<file path="src/rtl/adc_frame_serializer_pkg.sv">
// adc_frame_serializer_pkg: endpoint map, init values and FSM encodings shared by the serializer.
package adc_frame_serializer_pkg;
  localparam logic [15:0] ser_en_addr  = 16'h0010;
  localparam logic [15:0] ser_clr_rqst = 16'h0011;
  localparam logic [15:0] ser_tp_addr  = 16'h0012;
  localparam logic [31:0] SER_EN_INIT  = '1;
  localparam logic [0:0] IDLE = 1'b0;
  localparam logic [0:0] SCAN = 1'b1;
endpackage

</file>
<file path="src/rtl/adc_frame_serializer_ser_next_chan.sv">
// ser_next_chan: lowest enabled channel at or above a start index, and whether it is the final one.
module ser_next_chan #(
  parameter int W_CHAN = 5,
  parameter int N_CHAN = 8
) (
  input  logic [N_CHAN-1:0] mask,
  input  logic [W_CHAN-1:0] from,
  output logic [W_CHAN-1:0] nxt,
  output logic              any,
  output logic              last
);
  logic more;
  // descending scan so the last hit is the lowest index; a second hit means more remain
  always_comb begin
    nxt = '0;
    any = 1'b0;
    more = 1'b0;
    for (int i = N_CHAN - 1; i >= 0; i--)
      if (mask[i] && i >= int'(from)) begin
        more = more | any;
        any = 1'b1;
        nxt = W_CHAN'(i);
      end
    last = any && !more;
  end
endmodule

</file>
<file path="src/rtl/adc_frame_serializer.sv">
// adc_frame_serializer: parallel ADC frame to per-channel serial stream with enable mask and overrun flag.
// Optional SER_TEST_PATTERN_EN replaces samples with {frame_cnt, chan} when test mode is set.
module adc_frame_serializer
  import adc_frame_serializer_pkg::*;
#(
  parameter int W_CHAN    = 5,
  parameter int N_CHAN    = 8,
  parameter int W_DATA    = 18,
  parameter int W_WR_ADDR = 16,
  parameter int W_WR_CHAN = 16,
  parameter int W_WR_DATA = 48
) (
  input  logic                     clk_in,
  input  logic                     rst_in,
  input  logic                     frame_valid_in,
  input  logic [N_CHAN*W_DATA-1:0] frame_data_in,
  input  logic                     wr_en,
  input  logic [W_WR_ADDR-1:0]     wr_addr,
  input  logic [W_WR_CHAN-1:0]     wr_chan,
  input  logic [W_WR_DATA-1:0]     wr_data,
  output logic                     dv_out,
  output logic [W_CHAN-1:0]        chan_out,
  output logic signed [W_DATA-1:0] data_out,
  output logic                     busy_out,
  output logic                     overrun_out
);
  logic [0:0] state;
  logic [N_CHAN-1:0] mask, cap_mask;
  logic [N_CHAN*W_DATA-1:0] cap_data;
  logic [W_CHAN-1:0] ptr, nxt;
  logic any, last, en_wr, clr_wr, emit, accept, drop;
  logic [W_DATA-1:0] samp, out_data;
  logic unused_bits;
  ser_next_chan #(.W_CHAN(W_CHAN), .N_CHAN(N_CHAN)) u_next (
    .mask(cap_mask), .from(ptr), .nxt(nxt), .any(any), .last(last)
  );
  assign en_wr = wr_en && wr_addr == W_WR_ADDR'(ser_en_addr);
  assign clr_wr = wr_en && wr_addr == W_WR_ADDR'(ser_clr_rqst);
  assign emit = state == SCAN && any;
  assign accept = frame_valid_in && (state == IDLE || (emit && last));
  assign drop = frame_valid_in && !accept;
  assign samp = cap_data[nxt*W_DATA +: W_DATA];
  assign unused_bits = ^wr_data[W_WR_DATA-1:1];
`ifdef SER_TEST_PATTERN_EN
  logic tp_en;
  logic [W_DATA-W_CHAN-1:0] frame_cnt, cap_cnt;
  assign out_data = tp_en ? {cap_cnt, nxt} : samp;
  always_ff @(posedge clk_in or negedge rst_in)
    if (!rst_in) begin
      tp_en <= 1'b0;
      frame_cnt <= '0;
      cap_cnt <= '0;
    end else begin
      if (wr_en && wr_addr == W_WR_ADDR'(ser_tp_addr)) tp_en <= wr_data[0];
      if (accept) begin
        cap_cnt <= frame_cnt;
        frame_cnt <= frame_cnt + 1'b1;
      end
    end
`else
  assign out_data = samp;
`endif
  always_ff @(posedge clk_in or negedge rst_in)
    if (!rst_in) begin
      state <= IDLE;
      mask <= SER_EN_INIT[N_CHAN-1:0];
      cap_mask <= '0;
      cap_data <= '0;
      ptr <= '0;
      dv_out <= 1'b0;
      chan_out <= '0;
      data_out <= '0;
      busy_out <= 1'b0;
      overrun_out <= 1'b0;
    end else begin
      for (int i = 0; i < N_CHAN; i++)
        if (en_wr && wr_chan == W_WR_CHAN'(i)) mask[i] <= wr_data[0];
      overrun_out <= drop || (overrun_out && !clr_wr);
      dv_out <= emit;
      if (emit) begin
        chan_out <= nxt;
        data_out <= out_data;
        ptr <= nxt + 1'b1;
      end
      if (accept) begin
        cap_data <= frame_data_in;
        cap_mask <= mask;
        ptr <= '0;
        state <= |mask ? SCAN : IDLE;
        busy_out <= |mask;
      end else if (state == SCAN && (last || !any)) begin
        state <= IDLE;
        busy_out <= 1'b0;
      end
    end
endmodule

</file>
<file path="config.mk">
export PLATFORM = sky130hd
export DESIGN_NAME = adc_frame_serializer
export DESIGN_NICKNAME = d
export VERILOG_FILES = /design/src/rtl/adc_frame_serializer_pkg.sv /design/src/rtl/adc_frame_serializer_ser_next_chan.sv /design/src/rtl/adc_frame_serializer.sv
export SDC_FILE = /design/constraint.sdc
export NUM_CORES = 1
export LEC_CHECK = 0
export ABC_AREA = 1
export CORE_ASPECT_RATIO = 0.7
export CORE_UTILIZATION = 24
export CTS_CLUSTER_SIZE = 12
export DETAILED_ROUTE_END_ITERATION = 10
export GPL_ROUTABILITY_DRIVEN = 0
export HOLD_SLACK_MARGIN = 0.15
export PLACE_DENSITY = 0.45
export SLEW_MARGIN = 25
export SYNTH_ARGS = -nofsm -noshare
export SYNTH_HDL_FRONTEND = slang
export SYNTH_SLANG_ARGS = --single-unit
export TNS_END_PERCENT = 20
</file>
<file path="constraint.sdc">
create_clock -name clk_in -period 3.1 [get_ports clk_in]
set_input_delay 0.775 -clock clk_in [delete_from_list [all_inputs] [get_ports clk_in]]
set_output_delay 0.775 -clock clk_in [all_outputs]
set_load 0.005 [all_outputs]
</file>
==> flow_summary.yaml <==
floorplan:
  die_y_um: 168
  die_w_um: 240
  io_pins: 254
  die_area_sq_um: 40400
  start_util: 0.245
  rows: 60
  core_area_sq_um: 38700
layout:
  nFillCells: 4261
  layout-drive-gt1-share: 0.0520
  fin_cells: 1969
  num_antenna_cells: 0
  syn2layout_area_growth_pct: 33.0
  final_nets: 1659
min_path:
  timing.hold.worst.class: "input port to async pin"
sta:
  hold_viol_final: 0
  relSlewSlack: 0.373
  max_slew.worst_pin.slew_ns: 0.940
  period_share: 0.876
  setup_viol: 0
  fmax_mhz: 368
  slew_viol_final: 0
  skew_ns: 0.0127
  tns_ns: 0
  rsz0062_at_grt: "no"
  min_period_ns: 2.72
synth:
  synth_area_per_cell_sq_um: 7.46
  ys_warn_count: 0
  yosysUniqueCellTypes: 31
  synth_area_sq_um: 9500
  ys_seq_area_frac: 0.496
  ys_ff_latch: 188
  synth_cells: 1273
power_and_ir_drop:
  cellPowerDensity_nw_per_um2: 1170
  ir_drop_v: 0.000844
  p_leak_nw: 6.22
job:
  drv_cap: 0
clocking:
  numClockSinks: 188
  cts_hold_buffers: 0
  cts_tree: "done"
  root_buffer: "clkbuf_16"
  clk_latency_ns: 0.46
  cts_buffers: 17
  ctsLongestPathBuffers: 2
  cts_setup_buffers: 0
  clk_pin_slew_worst_paths_ns: 0.07
  cts.repair.resized: 0
  htreeDepth: 4
global_routing:
  use_met3: 0.0349
  antenna_found_initial: 1
  overflow: 0
  grt_max_degree: 90
  grtUsageMet2: 0.250
  gr-usage-all-layers: 0.178
  met1_usage: 0.275
  grt_pass1_vias: 8660
  top_usage_layer: "met1"
  grt_pass1_wl_um: 53700
place:
  dp_hpwl_um: 24800
  place_inst: 1938
  numPortBuffers: 204
setup_path:
  critPathTopFamily: "simple AND/OR/NAND/NOR gates"
  path_class: "flip-flop to flip-flop"
  cpPeakStageDelay_ns: 0.59
  reg2reg_slack_ns: 0.38
  crit_arrival_ns: 3.10
  path_buf_inv: 2
  path_cells: "nor2_1, inv_1, nor2_1, nand2_1, nand2_1, nor2_1, nand2_1, nand4_1, nand2_4, buf_4, nand3_1, nand2_1"
  ff2ff_path_depth: 12
  crit_start: "ptr[3]"
  cp.depth: 12
  r2r_end: "cap_data[15]"
  r2r_start: "ptr[3]"
  path_max_fanout: 63
  timing.critical_path.slowest_stage_cell: "buf_4"
  required_ns: 3.49
  cp-endpoint: "cap_data[15]"
  cp_common_cell: "nand2_1"
  crit_path_start_kind: "flip-flop"
  cp-end-kind: "flip-flop"
drt:
  dr.first_iter.drc_count: 612
  drcViolationCount: 0
  drt_first_pass_iters: 5
  wl_um: 35000
  vias_per_cell: 4.51
  drtAntennaViolNets: 0
  post_drt_wl_per_cell_um: 17.8
  vias: 8881
outcome:
  outcome: "finished clean"
## worst reg2reg max path, cell delays in order (launching register included)
cell and delay [ns]:
dfrtp_1 0.45, nor2_1 0.30, inv_1 0.08, nor2_1 0.10, nand2_1 0.09, nand2_1 0.18
nor2_1 0.08, nand2_1 0.10, nand4_1 0.18, nand2_4 0.15, buf_4 0.59, nand3_1 0.25
nand2_1 0.12
## flip-flops by register name (all words and copies together), names as in the netlist
name and count:
cap_data 144, data_out 18, cap_mask 8, mask 8, ptr 4, chan_out 3
busy_out 1, dv_out 1, overrun_out 1
## worst min-delay path by stage
stage          slack, ns            end
2_1_floorplan       0.44  cap_data[102]
3_3_place_gp        0.46   cap_data[44]
3_5_place_dp        0.46   cap_data[84]
4_1_cts             0.38    chan_out[0]
5_1_grt             0.41    overrun_out
6_report            0.36    overrun_out
## layout make-up
| type | instances | area [sq um] | share of cell area |
|---|---|---|---|
| repair buffers | 225 | 2330 | 0.184 |
| inverters | 98 | 368 | 0.0291 |
| clock buffers | 21 | 460 | 0.0365 |
| well taps | 527 | 659 | 0.0522 |
| flip-flops and latches | 188 | 4710 | 0.373 |
| clock inverters | 10 | 140 | 0.0111 |
| multi-input cells | 900 | 3960 | 0.314 |
## logic make-up after synthesis
family / count (synthesis) / share of synthesized area
simple gates: 876 / 0.399
xor+xnor: 1 / 0.000922
compound gates: 19 / 0.0109
mux: 1 / 0.00119
fa+ha+maj: 1 / 0.00132
flops: 188 / 0.496
buf+inv: 186 / 0.0902
other cells: 1 / 0.000395
## per-layer routing
metal	part of all wire	wire length [um]	up-vias
li1	-	-	4386
met1	0.52	18400	4269
met2	0.42	14600	199
met3	0.048	1680	27
met4	0.013	453	0
met5	0	0	-
## cells in the final DEF, fill, tap and decap left out, types with 2 or more instances in the layout
cell type / instances
nor2_1: 21
nand4_1: 5
nand3_1: 345
clkinv_2: 2
nand2_4: 2
clkbuf_8: 3
buf_12: 10
nor2_2: 3
o21ai_0: 12
dfrtp_1: 180
inv_1: 97
clkinvlp_4: 3
clkbuf_1: 2
bufinv_16: 3
nor3_1: 9
nand2_1: 477
nand2_2: 3
dfstp_2: 8
clkdlybuf4s50_1: 202
clkbuf_16: 17
nor4_1: 5
buf_4: 12
conb_1: 2
o21ai_1: 2
nand3b_1: 2
## through the flow
stage,power [mW],cell area [sq um],setup slack (ns),util,hold WS (ns)
global placement,12.5,12000,0.449,0.311,0.456
detailed placement,12.6,12000,0.389,0.311,0.458
global route,16.1,12600,0.0938,0.326,0.406
floorplan,9.45,9500,0.932,-,0.442
CTS,15.0,12600,0.365,0.326,0.378
finish,14.8,12600,0.385,0.326,0.357
## synth_stat cells (all sizes together)
library cell    n  area share
a21oi           3      0.0020
and2            1     0.00066
buf            48       0.036
clkbuf         40       0.016
conb            1     0.00039
dfrtp         180        0.47
dfstp           8       0.022
ha              1      0.0013
inv            98       0.039
mux2            1      0.0012
nand2         482        0.19
nand3         346        0.18
nand3b          2      0.0016
nand4           5      0.0033
nor2           24       0.010
nor3            9      0.0047
nor3b           1     0.00079
nor4            5      0.0033
o21ai          15      0.0083
o22ai           1     0.00066
or2             1     0.00066
xor2            1     0.00092
## report_power, final
part           switching, mW  internal, mW  total, mW  leakage, nW
combinational           5.55          2.64       8.19         3.63
sequential             0.654          3.62       4.27         2.30
clock                   1.02          1.31       2.33        0.286
total                   7.23          7.57       14.8         6.22
Note: power is estimated with default switching activity, not from simulation.
